File: src/rtl/cello_tt_pkg.sv
// Shared types and helpers for truth-table characterisation of small gates.
// Table bit ordering: input vector k maps to bit 2**n-1-k, so vector 0 is the MSB.
package cello_tt_pkg;

  typedef enum logic [1:0] {IDLE, APPLY, DONE} tt_state_e;

  function automatic int tt_bit_index(input int k, input int n);
    return (1 << n) - 1 - k;
  endfunction

endpackage

File: src/rtl/tt_settle_timer.sv
// Settle counter: counts 0..SETTLE-1 while enabled and raises tc on the last count.
// Latency: tc is combinational from the count. Backpressure: none; load wins over en.
// The count wraps to zero on tc so consecutive vectors get equal hold times.
module tt_settle_timer #(
  parameter int SETTLE = 2
) (
  input  logic clk,
  input  logic rst,
  input  logic load,
  input  logic en,
  output logic tc
);

  localparam int CW = $clog2(SETTLE + 1);

  logic [CW-1:0] cnt_q;

  assign tc = (cnt_q == CW'(SETTLE - 1));

  always_ff @(posedge clk) begin
    if (rst || load) begin
      cnt_q <= '0;
    end else if (en) begin
      if (tc) cnt_q <= '0;
      else    cnt_q <= cnt_q + CW'(1);
    end
  end

endmodule

File: src/rtl/truth_table_sweeper.sv
// Drives every input vector into a gate, captures its truth-table ID and compares to exp_id.
// Latency: done pulses 2**N_IN*SETTLE+1 cycles after start acceptance.
// Backpressure: none; start is ignored unless idle, and the result holds until the next start.
module truth_table_sweeper
  import cello_tt_pkg::*;
#(
  parameter int N_IN   = 3,
  parameter int SETTLE = 2
) (
  input  logic               clk,
  input  logic               rst,
  input  logic               start,
  input  logic [2**N_IN-1:0] exp_id,
  output logic [N_IN-1:0]    stim,
  input  logic               resp,
  output logic               busy,
  output logic               done,
  output logic [2**N_IN-1:0] table_id,
  output logic               match
);

  localparam int            W    = 2**N_IN;
  localparam logic [N_IN:0] LAST = (N_IN+1)'(W - 1);

  tt_state_e       state_q, state_d;
  logic [N_IN:0]   idx_q;
  logic [W-1:0]    table_q, table_d, exp_q;
  logic            match_q;
  logic            tc;
  logic            accept, last_vec;
  logic [N_IN-1:0] bit_pos;

  assign accept   = (state_q == IDLE) && start;
  assign last_vec = (state_q == APPLY) && tc && (idx_q == LAST);
  assign bit_pos  = N_IN'(tt_bit_index(int'(idx_q), N_IN));

  tt_settle_timer #(.SETTLE(SETTLE)) u_timer (
    .clk  (clk),
    .rst  (rst),
    .load (accept),
    .en   (state_q == APPLY),
    .tc   (tc)
  );

  always_ff @(posedge clk) begin
    if (rst) state_q <= IDLE;
    else     state_q <= state_d;
  end

  always_comb begin
    state_d = state_q;
    case (state_q)
      IDLE:    if (start) state_d = APPLY;
      APPLY:   if (last_vec) state_d = DONE;
      DONE:    state_d = IDLE;
      default: state_d = IDLE;
    endcase
  end

  // Next table value including the bit sampled this cycle, so match sees the final bit.
  always_comb begin
    table_d = table_q;
    if ((state_q == APPLY) && tc) table_d[bit_pos] = resp;
  end

  always_ff @(posedge clk) begin
    if (rst) begin
      idx_q   <= '0;
      table_q <= '0;
      exp_q   <= '0;
      match_q <= 1'b0;
    end else if (accept) begin
      idx_q   <= '0;
      table_q <= '0;
      exp_q   <= exp_id;
      match_q <= 1'b0;
    end else if (state_q == APPLY) begin
      table_q <= table_d;
      if (tc && (idx_q != LAST)) idx_q <= idx_q + 1'b1;
      if (last_vec) match_q <= (table_d == exp_q);
    end
  end

  assign stim     = (state_q == APPLY) ? idx_q[N_IN-1:0] : '0;
  assign busy     = (state_q == APPLY);
  assign done     = (state_q == DONE);
  assign table_id = table_q;
  assign match    = match_q;

endmodule

File: config.mk
export PLATFORM = sky130hd
export DESIGN_NAME = truth_table_sweeper
export DESIGN_NICKNAME = d
export VERILOG_FILES = /design/src/rtl/cello_tt_pkg.sv /design/src/rtl/tt_settle_timer.sv /design/src/rtl/truth_table_sweeper.sv
export SDC_FILE = /design/constraint.sdc
export NUM_CORES = 1
export LEC_CHECK = 0
export BUFFER_PORTS_ARGS = -buffer_cell sky130_fd_sc_hd__buf_2
export CORE_AREA = 4 4 60 62
export CTS_CLUSTER_SIZE = 40
export DETAILED_ROUTE_END_ITERATION = 10
export DIE_AREA = 0 0 64 66
export HOLD_SLACK_MARGIN = 0.08
export PLACE_DENSITY = 0.63
export SLEW_MARGIN = 25
export SYNTH_ARGS = -nofsm -noshare
export SYNTH_HDL_FRONTEND = slang
export SYNTH_SLANG_ARGS = --single-unit
export TNS_END_PERCENT = 100
File: constraint.sdc
create_clock -name clk -period 4.8 [get_ports clk]
set_input_delay 0.72 -clock clk [delete_from_list [all_inputs] [get_ports clk]]
set_output_delay 0.72 -clock clk [all_outputs]
set_load 0.005 [all_outputs]
==> results of run 1 <==
## power groups by stage
stage	sequential (mW)	combinational, mW	clock, mW
2_1_floorplan	0.222	0.0326	0
3_3_place_gp	0.224	0.0434	0
3_5_place_dp	0.224	0.0449	0
4_1_cts	0.220	0.0451	0.0977
5_1_grt	0.221	0.0500	0.106
6_report	0.220	0.0449	0.0944
## routing by layer
metal  track usage  vias to the layer above  share of wire  wire length [um]
li1              -                      547              -                 -
met2         0.257                       41           0.46              1340
met4        0.0243                        0         0.0052                15
met5             0                        -              0                 0
met3        0.0425                        2          0.071               206
met1         0.181                      505           0.46              1330
## layout by cell type (no fill, tap or decap), types with 3 or more instances in the layout
cell type and count:
sky130_fd_sc_hd__clkbuf_4 3, sky130_fd_sc_hd__and2_1 3, sky130_fd_sc_hd__a21oi_1 4, sky130_fd_sc_hd__nand3_1 4, sky130_fd_sc_hd__xnor2_1 6, sky130_fd_sc_hd__nand2_1 11, sky130_fd_sc_hd__inv_1 3, sky130_fd_sc_hd__mux2i_1 16
sky130_fd_sc_hd__dfxtp_1 25, sky130_fd_sc_hd__buf_2 25, sky130_fd_sc_hd__nand2b_1 3, sky130_fd_sc_hd__nor3_1 3, sky130_fd_sc_hd__nor2_1 24
## worst max-delay path, delay by kind of cell, from the launching register on
kind          cells  cell delay (ns)
buf+inv           1             0.12
simple gates      2             0.60
flops             1             0.46
## Yosys cell counts (all sizes together) (2+ instances only)
library cell / instances / share of area
nand4: 2 / 0.0097
and3: 2 / 0.0097
o22ai: 2 / 0.0097
buf: 2 / 0.013
xnor2: 6 / 0.041
nor3b: 2 / 0.016
nand2b: 3 / 0.015
nand3: 4 / 0.016
dfxtp: 25 / 0.39
clkbuf: 6 / 0.018
nand2: 11 / 0.032
a21oi: 4 / 0.016
inv: 3 / 0.0088
and4bb: 2 / 0.019
nand3b: 2 / 0.012
nor2: 24 / 0.070
xor2: 2 / 0.014
nor3: 3 / 0.012
nor2b: 2 / 0.0097
mux2i: 17 / 0.14
and2: 3 / 0.015
## registers in the layout, summed over array words and instances, names as in the netlist
| register | flops |
|---|---|
| exp_q | 8 |
| idx_q | 4 |
| table_id | 8 |
| u_timer.cnt_q | 2 |
| state_q | 2 |
| match | 1 |
## path summary, 6_finish.rpt
kind / start / end / slack [ns] / depth (start not counted)
max: state_q[1] / stim[2] / 2.59 / 3
min: table_id[4] / table_id[4] / 0.50 / 2
max reg2reg: idx_q[0] / match / 2.74 / 6
min reg2reg: table_id[4] / table_id[4] / 0.50 / 2
## cell families (layout without fill, tap and decap cells)
logic type	Yosys count	count (layout)
buf+inv	11	33
simple gates	67	67
fa+ha+maj	1	1
compound gates	16	16
mux	17	17
flops	25	25
xor+xnor	8	8
## layout make-up
| type | instances | share of cell area |
|---|---|---|
| Inverter | 3 | 0.00768 |
| Sequential cell | 25 | 0.341 |
| Multi-Input combinational cell | 109 | 0.504 |
| Tap cell | 44 | 0.0375 |
| Clock inverter | 1 | 0.00341 |
| Timing Repair Buffer | 26 | 0.0904 |
| Clock buffer | 3 | 0.0154 |
==> summary.log, run 1 <==
qor: clocking.cts_num_sinks 25
qor: floorplanning.die_area 0.00422 mm^2
qor: synth.synthDistinctLibCells 42
qor: final_layout.instances_no_fill 211
qor: flow_run.cap_viol_max_count 0
qor: placement.dpl-instance-area 0.00144 mm^2
qor: clocking.cts.clk_slew.worst_paths 0.14 ns
qor: critical_path.endpoint_kind primary output
qor: timing.relative_slew_margins 0.709
qor: power_and_ir_drop.p_int 0.265 mW
qor: clocking.clk-insertion-delay-late 0.32 ns
qor: timing.final_worst_setup_slack 2.59 ns
qor: final_layout.layout.nets 181
qor: global_routing.grt_overflow 0
qor: critical_path.slowest_delay 0.46 ns
qor: route.initialDrtViolationCount 70
qor: synth.ys_dominant_reg_cell sky130_fd_sc_hd__dfxtp_1
qor: synth.number_of_flops_mapped_to_enable_cells_by_yosys 0
qor: clocking.tritoncts_clock_tree yes
qor: floorplanning.io_pins 26
qor: timing.clock-skew-final 0.00285 ns
qor: final_layout.multi_input_comb_area 739 um^2
qor: power_and_ir_drop.post_layout_power 0.359 mW
qor: final_layout.final_cell_area 0.00147 mm^2
qor: critical_path.path_max_fanout 13
qor: clocking.post_cts_resize_count 0
qor: final_layout.n_antenna_cell 0
qor: timing.worst_pin_slew 0.437 ns
qor: final_layout.finalCoreUtilization 0.484
qor: power_and_ir_drop.power_leakage 0.644 nW
qor: synth.asyncSetResetFlopFracSynth 0
qor: power_and_ir_drop.clkPwrFrac 0.263
qor: critical_path.critPathKind register to primary output
qor: clocking.cts_hold_buf 0
qor: placement.place_inst 207
qor: synth.yosysWarnings 0
qor: floorplanning.die-width 64 um
qor: timing.final_report_max_slew_violation_count 0
qor: floorplanning.die_height 66 um
qor: clocking.cts_buffer_depth 2
qor: synth.mappedNetlistArea 0.00128 mm^2
qor: critical_path.start_kind register
qor: timing.setup_violations 0
qor: power_and_ir_drop.net_switching_power 0.0941 mW
qor: route.ant_nets 0
qor: synth.synth_compound_area_frac 0.0857
qor: placement.portBuffers 25
qor: global_routing.global_route_wire_length_before_repair 5.05 mm
qor: timing.period_minus_slack 2.21 ns
qor: power_and_ir_drop.seq_power_share 0.612
qor: timing.max_freq 0.453 GHz
qor: global_routing.grt_usage 0.147
qor: route.drt-total-wl 2.90 mm
qor: final_layout.syn_to_final_growth 14.1%
qor: synth.synth_top_family_by_area simple AND/OR/NAND/NOR gates
qor: timing.rsz0062_at_grt no
qor: global_routing.grt_antenna_before_repair 0
qor: final_layout.register_area 500 um^2
qor: clocking.post_cts_buffers 0
qor: placement.place_congestion 0.795
qor: route.avgViaCountPerCell 5.19
qor: power_and_ir_drop.combinationalPowerShare 0.125
qor: synth.synthSimpleGateAreaFrac 0.286
qor: route.drc 0
qor: floorplanning.start_util 0.424
qor: final_layout.final_layout_size_suffix_gt1_frac 0.228
qor: critical_path.timing.critical_path.arrival 1.49 ns
qor: floorplanning.rows 20
qor: route.drtPass1Iterations 4
qor: status.run_status completed
qor: synth.mux_contribution_to_synthesized_area 0.135
qor: clocking.cts.root.buffer_cell sky130_fd_sc_hd__clkbuf_4
qor: synth.ys_ff_latch 25
qor: synth.yosysSeqAreaShare 0.389
qor: critical_path.cp_slowest_cell sky130_fd_sc_hd__dfxtp_1
qor: global_routing.grt_pass1_vias 1,122
qor: final_layout.n_fill_cell 303
qor: synth.yosys.area_share.xor_xnor 0.0545
qor: floorplanning.core_area 0.00303 mm^2
qor: critical_path.crit_chain and2b_1 > and2_1 > buf_2
qor: timing.fin_setup_tns 0 ns
qor: timing.whs 0.505 ns
qor: synth.post_synthesis_cell_count 145
qor: power_and_ir_drop.power.density_cell_area 245 mW/mm^2
qor: route.vias 1,095
qor: critical_path.cp_data_required_time 4.08 ns
qor: clocking.htreeDepth 1
qor: synth.syn_area_per_cell 8.86 um^2
qor: placement.pre_cts_slack 2.41 ns
qor: synth.yosys.area_share.adder 0.00974
qor: placement.detailed_place_hpwl 2.19 mm
qor: clocking.numCtsBuffers 3
qor: synth.syn_nets 158
qor: route.avgRoutedWirePerCell 13.7 um
qor: timing.hold_viol_final 0
qor: min_path.min_path_type register to register
qor: power_and_ir_drop.vdd_ir_drop_max 0.217 mV
qor: global_routing.pin_count_of_the_biggest_net_entering_global_routing 15
qor: timing.tcrit_tclk_final 0.460
qor: power_and_ir_drop.switching_share_of_total_power 0.262
(Power assumes the default switching activity.)
==> run 2, diff against run 1 <==
- ABC_AREA: unset -> 1
- PLACE_DENSITY: 0.63 -> 0.66
- clock period: 4.8 -> 2 ns (I/O delays scaled with it)
==> run 2 against run 1 <==
Net effect: clock skew down 0.00081 ns; critical path depth up 4; count of clock-buffer cells in the layout up 1; synthesized cell count up 35%; global-route usage up 0.46 points; die area unchanged; sequential power up 140%; critical path type is now register to register; critical endpoint is now match; largest power group unchanged.
==> summary.log, run 2 <==
qor: status.run_status completed
qor: clocking.cts_num_sinks 25 [unchanged]
qor: global_routing.grt_usage 0.152 [+0.00455]
qor: floorplanning.rows 20 [unchanged]
qor: route.avgRoutedWirePerCell 10.4 um [-24%]
qor: timing.hold_viol_final 0 [unchanged]
qor: placement.place_inst 263 [+27%]
qor: synth.synth_area_leaders sky130_fd_sc_hd__dfxtp_1 (39%), sky130_fd_sc_hd__nand2_1 (15%), sky130_fd_sc_hd__nand3_1 (9.3%)
qor: global_routing.grt_antenna_before_repair 0 [unchanged]
qor: route.vias 1,228 [+12%]
qor: timing.worst_pin_slew 0.379 ns [-0.0577 ns]
qor: clocking.htreeDepth 1 [unchanged]
qor: critical_path.cp_data_required_time 2.25 ns [-1.83 ns]
qor: final_layout.instances_no_fill 267 [+27%]
qor: synth.syn_nets 209 [+32%]
qor: final_layout.layout_commonest_cell sky130_fd_sc_hd__nand2_1
qor: global_routing.grt_overflow 0 [unchanged]
qor: synth.yosysTopAreaCellShare 0.387 [-0.00226]
qor: route.ant_nets 0 [unchanged]
qor: global_routing.grt_pass1_vias 1,188 [+5.9%]
qor: critical_path.start_kind register
qor: critical_path.crit_chain ha_1 > nand3_1 > nor2_1 > nand3_1 > nor2_1 > nand4_1 > a21oi_1
qor: timing.final_report_max_slew_violation_count 0 [unchanged]
qor: power_and_ir_drop.power_leakage 0.665 nW [+3.1%]
qor: critical_path.critPathKind register to register
qor: global_routing.global_route_wire_length_before_repair 5.08 mm [+0.55%]
qor: placement.detailed_place_hpwl 2.25 mm [+2.8%]
qor: critical_path.worst-r2r-setup-slack 0.39 ns [-2.35 ns]
qor: critical_path.path_max_fanout 6 [-7]
qor: placement.place_congestion 0.846 [+6.4%]
qor: timing.tcrit_tclk_final 0.803
qor: timing.fin_setup_tns 0 ns [unchanged]
qor: min_path.hold_depth 2 [unchanged]
qor: critical_path.slowest_delay 0.54 ns [+0.08 ns]
qor: clocking.post_cts_buffers 0 [unchanged]
qor: final_layout.n_antenna_cell 0 [unchanged]
qor: floorplanning.start_util 0.427 [+0.00248]
qor: floorplanning.io_pins 26 [unchanged]
qor: critical_path.rr_worst_depth 7 [+1]
qor: synth.yosysSeqAreaShare 0.387 [-0.00226]
qor: critical_path.crit_family simple AND/OR/NAND/NOR gates
qor: synth.ys_ff_latch 25 [unchanged]
qor: global_routing.grt-busiest-layer met2
qor: final_layout.layout.nets 237 [+31%]
qor: clocking.cts_buffer_depth 2 [unchanged]
qor: synth.ys_dominant_reg_cell sky130_fd_sc_hd__dfxtp_1
qor: route.avgViaCountPerCell 4.60 [-11%]
qor: critical_path.timing.critical_path.arrival 1.86 ns [+0.37 ns]
qor: synth.synthDistinctLibCells 22 [-48%]
qor: synth.post_synthesis_cell_count 196 [+35%]
qor: clocking.tritoncts_clock_tree yes
qor: global_routing.pin_count_of_the_biggest_net_entering_global_routing 16 [+1]
qor: critical_path.endpoint_kind register
qor: floorplanning.die_area 0.00422 mm^2 [unchanged]
qor: timing.whs 0.168 ns [-0.337 ns]
qor: route.drc 0 [unchanged]
qor: route.drtPass1Iterations 4 [unchanged]
qor: clocking.cts.clk_slew.worst_paths 0.13 ns [about the same]
qor: synth.mappedNetlistArea 0.00129 mm^2 [+0.58%]
qor: timing.period_minus_slack 1.61 ns
qor: critical_path.crit_cells 7 [+4]
qor: final_layout.n_fill_cell 336 [+11%]
qor: clocking.post_cts_resize_count 0 [unchanged]
qor: min_path.min_path_type input pin to register
qor: final_layout.final_cell_area 0.00149 mm^2 [+1.4%]
qor: global_routing.global_route.usage.met1 0.190 [+0.00910]
qor: placement.dpl-instance-area 0.00146 mm^2 [+1.5%]
qor: global_routing.gr-usage-met3 0.0289 [-0.0136]
qor: synth.asyncSetResetFlopFracSynth 0 [unchanged]
qor: synth.cell_type_contributing_the_most_total_cell_area_after_synthesis sky130_fd_sc_hd__dfxtp_1
qor: final_layout.layout.cells.most_common_list sky130_fd_sc_hd__nand2_1 (51), sky130_fd_sc_hd__inv_1 (25), sky130_fd_sc_hd__dfxtp_1 (25), sky130_fd_sc_hd__buf_2 (25), sky130_fd_sc_hd__nand3_1 (24)
qor: route.initialDrtViolationCount 39 [-44%]
qor: route.drt-total-wl 2.79 mm [-3.8%]
qor: timing.setup_violations 0 [unchanged]
qor: final_layout.multi_input_comb_area 664 um^2 [-10%]
qor: floorplanning.die_height 66 um [unchanged]
qor: critical_path.cp_slowest_cell sky130_fd_sc_hd__dfxtp_1
qor: clocking.clk-insertion-delay-late 0.31 ns [about the same]
qor: global_routing.grtUsageMet2 0.257 [unchanged]
qor: placement.portBuffers 25 [unchanged]
qor: power_and_ir_drop.power.density_cell_area 581 mW/mm^2 [+140%]
qor: clocking.cts_hold_buf 0 [unchanged]
qor: synth.syn_area_per_cell 6.59 um^2 [-26%]
qor: final_layout.final_layout_size_suffix_gt1_frac 0.179 [-0.0482]
qor: final_layout.finalCoreUtilization 0.491 [+0.00661]
qor: flow_run.cap_viol_max_count 0 [unchanged]
qor: timing.relative_slew_margins 0.747 [+0.0382]
qor: synth.ys_top_cells_by_count sky130_fd_sc_hd__nand2_1 (51), sky130_fd_sc_hd__dfxtp_1 (25), sky130_fd_sc_hd__inv_1 (25), sky130_fd_sc_hd__nand3_1 (24), sky130_fd_sc_hd__nor2_1 (22)
qor: synth.number_of_flops_mapped_to_enable_cells_by_yosys 0 [unchanged]
qor: floorplanning.die-width 64 um [unchanged]
qor: synth.cell_with_the_most_instances_after_synthesis sky130_fd_sc_hd__nand2_1
qor: final_layout.syn_to_final_growth 15.0%
qor: timing.rsz0062_at_grt no
qor: floorplanning.core_area 0.00303 mm^2 [unchanged]
qor: power_and_ir_drop.vdd_ir_drop_max 0.290 mV [+34%]
qor: clocking.cts.root.buffer_cell sky130_fd_sc_hd__clkbuf_4
qor: timing.max_freq 0.623 GHz
qor: clocking.numCtsBuffers 3 [unchanged]
qor: critical_path.worst-path-buf-inv 0 [-1]
qor: final_layout.register_area 500 um^2 [unchanged]
qor: timing.clock-skew-final 0.00204 ns [-0.000813 ns]
qor: synth.yosysWarnings 0 [unchanged]
## run 2: cell count changes after synthesis, sizes merged, moves of 6 or more
cell,previous run,this run
mux2i,17,0
a21oi,4,16
nand2,11,53
o21ai,1,11
xnor2,6,0
nand3,4,24
inv,3,28
## run 2: area by class of cell
cell class              count  share of cell area
well taps                  44              0.0370
flip-flops and latches     25               0.337
inverters                  28              0.0724
repair buffers             26              0.0892
clock buffers               4              0.0177
multi-input cells         140               0.447
## run 2: path summary, 6_finish.rpt
| kind | end | startpoint |
|---|---|---|
| max | match | idx_q[0] |
| min | state_q[0] | rst |
| max reg2reg | match | idx_q[0] |
| min reg2reg | u_timer.cnt_q[1] | u_timer.cnt_q[1] |
## run 2: cells by family (layout without fill, tap and decap cells)
kind of cell | Yosys count | after routing | share of synthesized area
adders and majority gates | 1 | 1 | 0.00968
buffers and inverters | 31 | 58 | 0.0987
DFF | 25 | 25 | 0.387
AOI/OAI and AO/OA | 28 | 28 | 0.110
and+or+nand+nor | 111 | 111 | 0.394
## run 2: stage by stage
stage	setup slack (ns)	power [mW]
3_5_place_dp	0.440	0.649
3_3_place_gp	0.448	0.649
4_1_cts	0.396	0.874
5_1_grt	0.254	0.920
2_1_floorplan	0.624	0.615
6_report	0.395	0.864
## run 2: power breakdown
part,switching (mW),internal [mW]
Combinational,0.0698,0.0380
Sequential,0.0133,0.516
Clock,0.149,0.0779
Total,0.232,0.632
## run 2: layer usage
layer  up-vias  part of all wire
li1        682                 -
met1       524              0.49
met2        20              0.46
met3         2             0.037
met4         0            0.0097
met5         -                 0
==> run 3, diff against run 2 <==
- PLACE_DENSITY: 0.66 -> 0.64
- clock period: 2 -> 1.6 ns (I/O delays scaled with it)
==> run 3 against run 2 <==
Net effect: via count is 4.7% higher; clock skew is 0.00090 ns lower; total power is 28% higher; non-clock buffer count is 2 higher; sequential cell count stayed put; global-route usage is 0.075 points higher; wire length is 4.7% higher; first-iteration DRC count is 92% higher; critical path type is now register to primary output.
==> summary.log, run 3 (synthesized netlist as in run 2, its figures left out) <==
qor: status.run_status completed
qor: final_layout.layout.nets 239 [+0.84%]
qor: critical_path.critPathKind register to primary output
qor: final_layout.final_layout_size_suffix_gt1_frac 0.227 [+0.0473]
qor: timing.final_report_max_slew_violation_count 0 [unchanged]
qor: clocking.cts.root.buffer_cell sky130_fd_sc_hd__clkbuf_4
qor: floorplanning.die_height 66 um [unchanged]
qor: global_routing.grt_overflow 0 [unchanged]
qor: route.drt-total-wl 2.92 mm [+4.7%]
qor: clocking.clk-insertion-delay-late 0.33 ns [+0.02 ns]
qor: critical_path.worst_r2r_endpoint match
qor: route.avgRoutedWirePerCell 10.9 um [+4.0%]
qor: timing.clock-skew-final 0.00114 ns [-0.000903 ns]
qor: route.vias 1,286 [+4.7%]
qor: critical_path.worst-r2r-setup-slack 0.16 ns [-0.23 ns]
qor: power_and_ir_drop.power_leakage 0.678 nW [+1.9%]
qor: timing.setup_violations 0 [unchanged]
qor: clocking.cts.clk_slew.worst_paths 0.15 ns [+0.02 ns]
qor: critical_path.start_kind register
qor: timing.period_minus_slack 1.46 ns
qor: placement.portBuffers 25 [unchanged]
qor: critical_path.timing.critical_path.arrival 1.22 ns [-0.64 ns]
qor: floorplanning.start_util 0.427 [unchanged]
qor: global_routing.grt_antenna_before_repair 0 [unchanged]
qor: clocking.htreeDepth 1 [unchanged]
qor: final_layout.layout.cells.most_common_list sky130_fd_sc_hd__nand2_1 (51), sky130_fd_sc_hd__buf_2 (25), sky130_fd_sc_hd__nand3_1 (24), sky130_fd_sc_hd__inv_1 (23), sky130_fd_sc_hd__dfxtp_1 (21)
qor: min_path.hold_depth 2 [unchanged]
qor: critical_path.path_max_fanout 10 [+4]
qor: global_routing.grt_pass1_vias 1,138 [-4.2%]
qor: clocking.tritoncts_clock_tree yes
qor: floorplanning.rows 20 [unchanged]
qor: placement.detailed_place_hpwl 2.24 mm [-0.25%]
qor: critical_path.cp_data_required_time 1.36 ns [-0.89 ns]
qor: final_layout.syn_to_final_growth 18.3%
qor: route.drtPass1Iterations 4 [unchanged]
qor: final_layout.layout_commonest_cell sky130_fd_sc_hd__nand2_1
qor: power_and_ir_drop.post_layout_power 1.11 mW [+28%]
qor: power_and_ir_drop.power.density_cell_area 726 mW/mm^2 [+25%]
qor: clocking.cts_buffer_depth 2 [unchanged]
qor: timing.worst_pin_slew 0.306 ns [-0.0727 ns]
qor: floorplanning.io_pins 26 [unchanged]
qor: global_routing.pin_count_of_the_biggest_net_entering_global_routing 16 [unchanged]
qor: floorplanning.core_area 0.00303 mm^2 [unchanged]
qor: critical_path.rr_worst_depth 7 [unchanged]
qor: timing.hold_viol_final 0 [unchanged]
qor: clocking.cts_hold_buf 0 [unchanged]
qor: floorplanning.die-width 64 um [unchanged]
qor: power_and_ir_drop.vdd_ir_drop_max 0.502 mV [+73%]
qor: route.drc 0 [unchanged]
qor: route.avgViaCountPerCell 4.78 [+3.9%]
qor: route.ant_nets 0 [unchanged]
qor: global_routing.grt_usage 0.152 [+0.000755]
qor: critical_path.endpoint_kind primary output
qor: timing.tcrit_tclk_final 0.910
qor: global_routing.global_route_wire_length_before_repair 5.09 mm [+0.14%]
qor: timing.relative_slew_margins 0.795 [+0.0480]
qor: timing.fin_setup_tns 0 ns [unchanged]
qor: timing.rsz0062_at_grt no
qor: clocking.numCtsBuffers 3 [unchanged]
qor: final_layout.n_antenna_cell 0 [unchanged]
qor: route.initialDrtViolationCount 75 [+92%]
qor: timing.max_freq 0.687 GHz
qor: min_path.worstHoldStart rst
qor: min_path.min_path_type input pin to register
qor: critical_path.worst_r2r_startpoint idx_q[0]
qor: clocking.cts_num_sinks 25 [unchanged]
qor: placement.place_congestion 0.872 [+3.1%]
qor: flow_run.cap_viol_max_count 0 [unchanged]
qor: floorplanning.die_area 0.00422 mm^2 [unchanged]
qor: min_path.holdPathEnd state_q[0]
run 3: changes by cell type in the layout (fill, tap and decap cells not counted), sizes merged:
cell / previous run / this run
buf: 26 / 28
clkbuf: 4 / 3
clkinvlp: 0 / 1
run 3: cell type report:
class | instances | area, um^2
clock buffer | 3 | 22.5
sequential | 25 | 508
multi-input combinational | 140 | 678
inverter | 28 | 110
clock inverter | 1 | 7.51
tap | 44 | 55.1
timing repair buffer | 28 | 148
fill | 335 | 1500
run 3: what timing repair did:
action,4_1_cts,5_1_grt
setup buffers,0,1
gates resized for setup,0,11
setup endpoints to repair,0,2
hold endpoints to repair,0,0
run 3: per-stage QoR:
| step | cell area (um^2) | utilization | setup slack (ns) | hold WS (ns) | instances |
|---|---|---|---|---|---|
| floorplan | 1290 | - | 0.224 | 0.309 | 196 |
| global placement | 1470 | 0.485 | 0.0934 | 0.448 | 264 |
| finish | 1530 | 0.505 | 0.144 | 0.0925 | 269 |
| global route | 1530 | 0.505 | 0.00159 | 0.0857 | 269 |
| CTS | 1500 | 0.495 | 0.0604 | 0.0903 | 268 |
| detailed placement | 1470 | 0.485 | 0.0921 | 0.449 | 264 |
run 3: worst max-delay path by stage:
stage,from,endpoint,slack (ns),cells after the start
final,idx_q[0],stim[0],0.14,3
after global routing,state_q[1],match,0.002,11
after CTS,idx_q[2],match,0.06,11
after detailed placement,idx_q[2],match,0.09,11
after global placement,idx_q[2],match,0.09,11
after floorplan,idx_q[0],match,0.22,7
run 3: routing by layer:
| layer | global-route usage | up-vias | part of all wire |
|---|---|---|---|
| met2 | 0.246 | 34 | 0.47 |
| li1 | - | 682 | - |
| met3 | 0.0425 | 2 | 0.083 |
| met5 | 0 | - | 0 |
| met4 | 0.0323 | 0 | 0.0065 |
| met1 | 0.201 | 568 | 0.44 |
run 3: critical path, stage by stage (launching register included):
cell	delay, ns
sky130_fd_sc_hd__dfxtp_1	0.47
sky130_fd_sc_hd__inv_4	0.09
sky130_fd_sc_hd__nor2_8	0.19
sky130_fd_sc_hd__buf_2	0.14
run 3: report_power, final:
group	internal (mW)	switching, mW
clock network	0.0958	0.209
logic	0.0525	0.0916
registers	0.645	0.0159
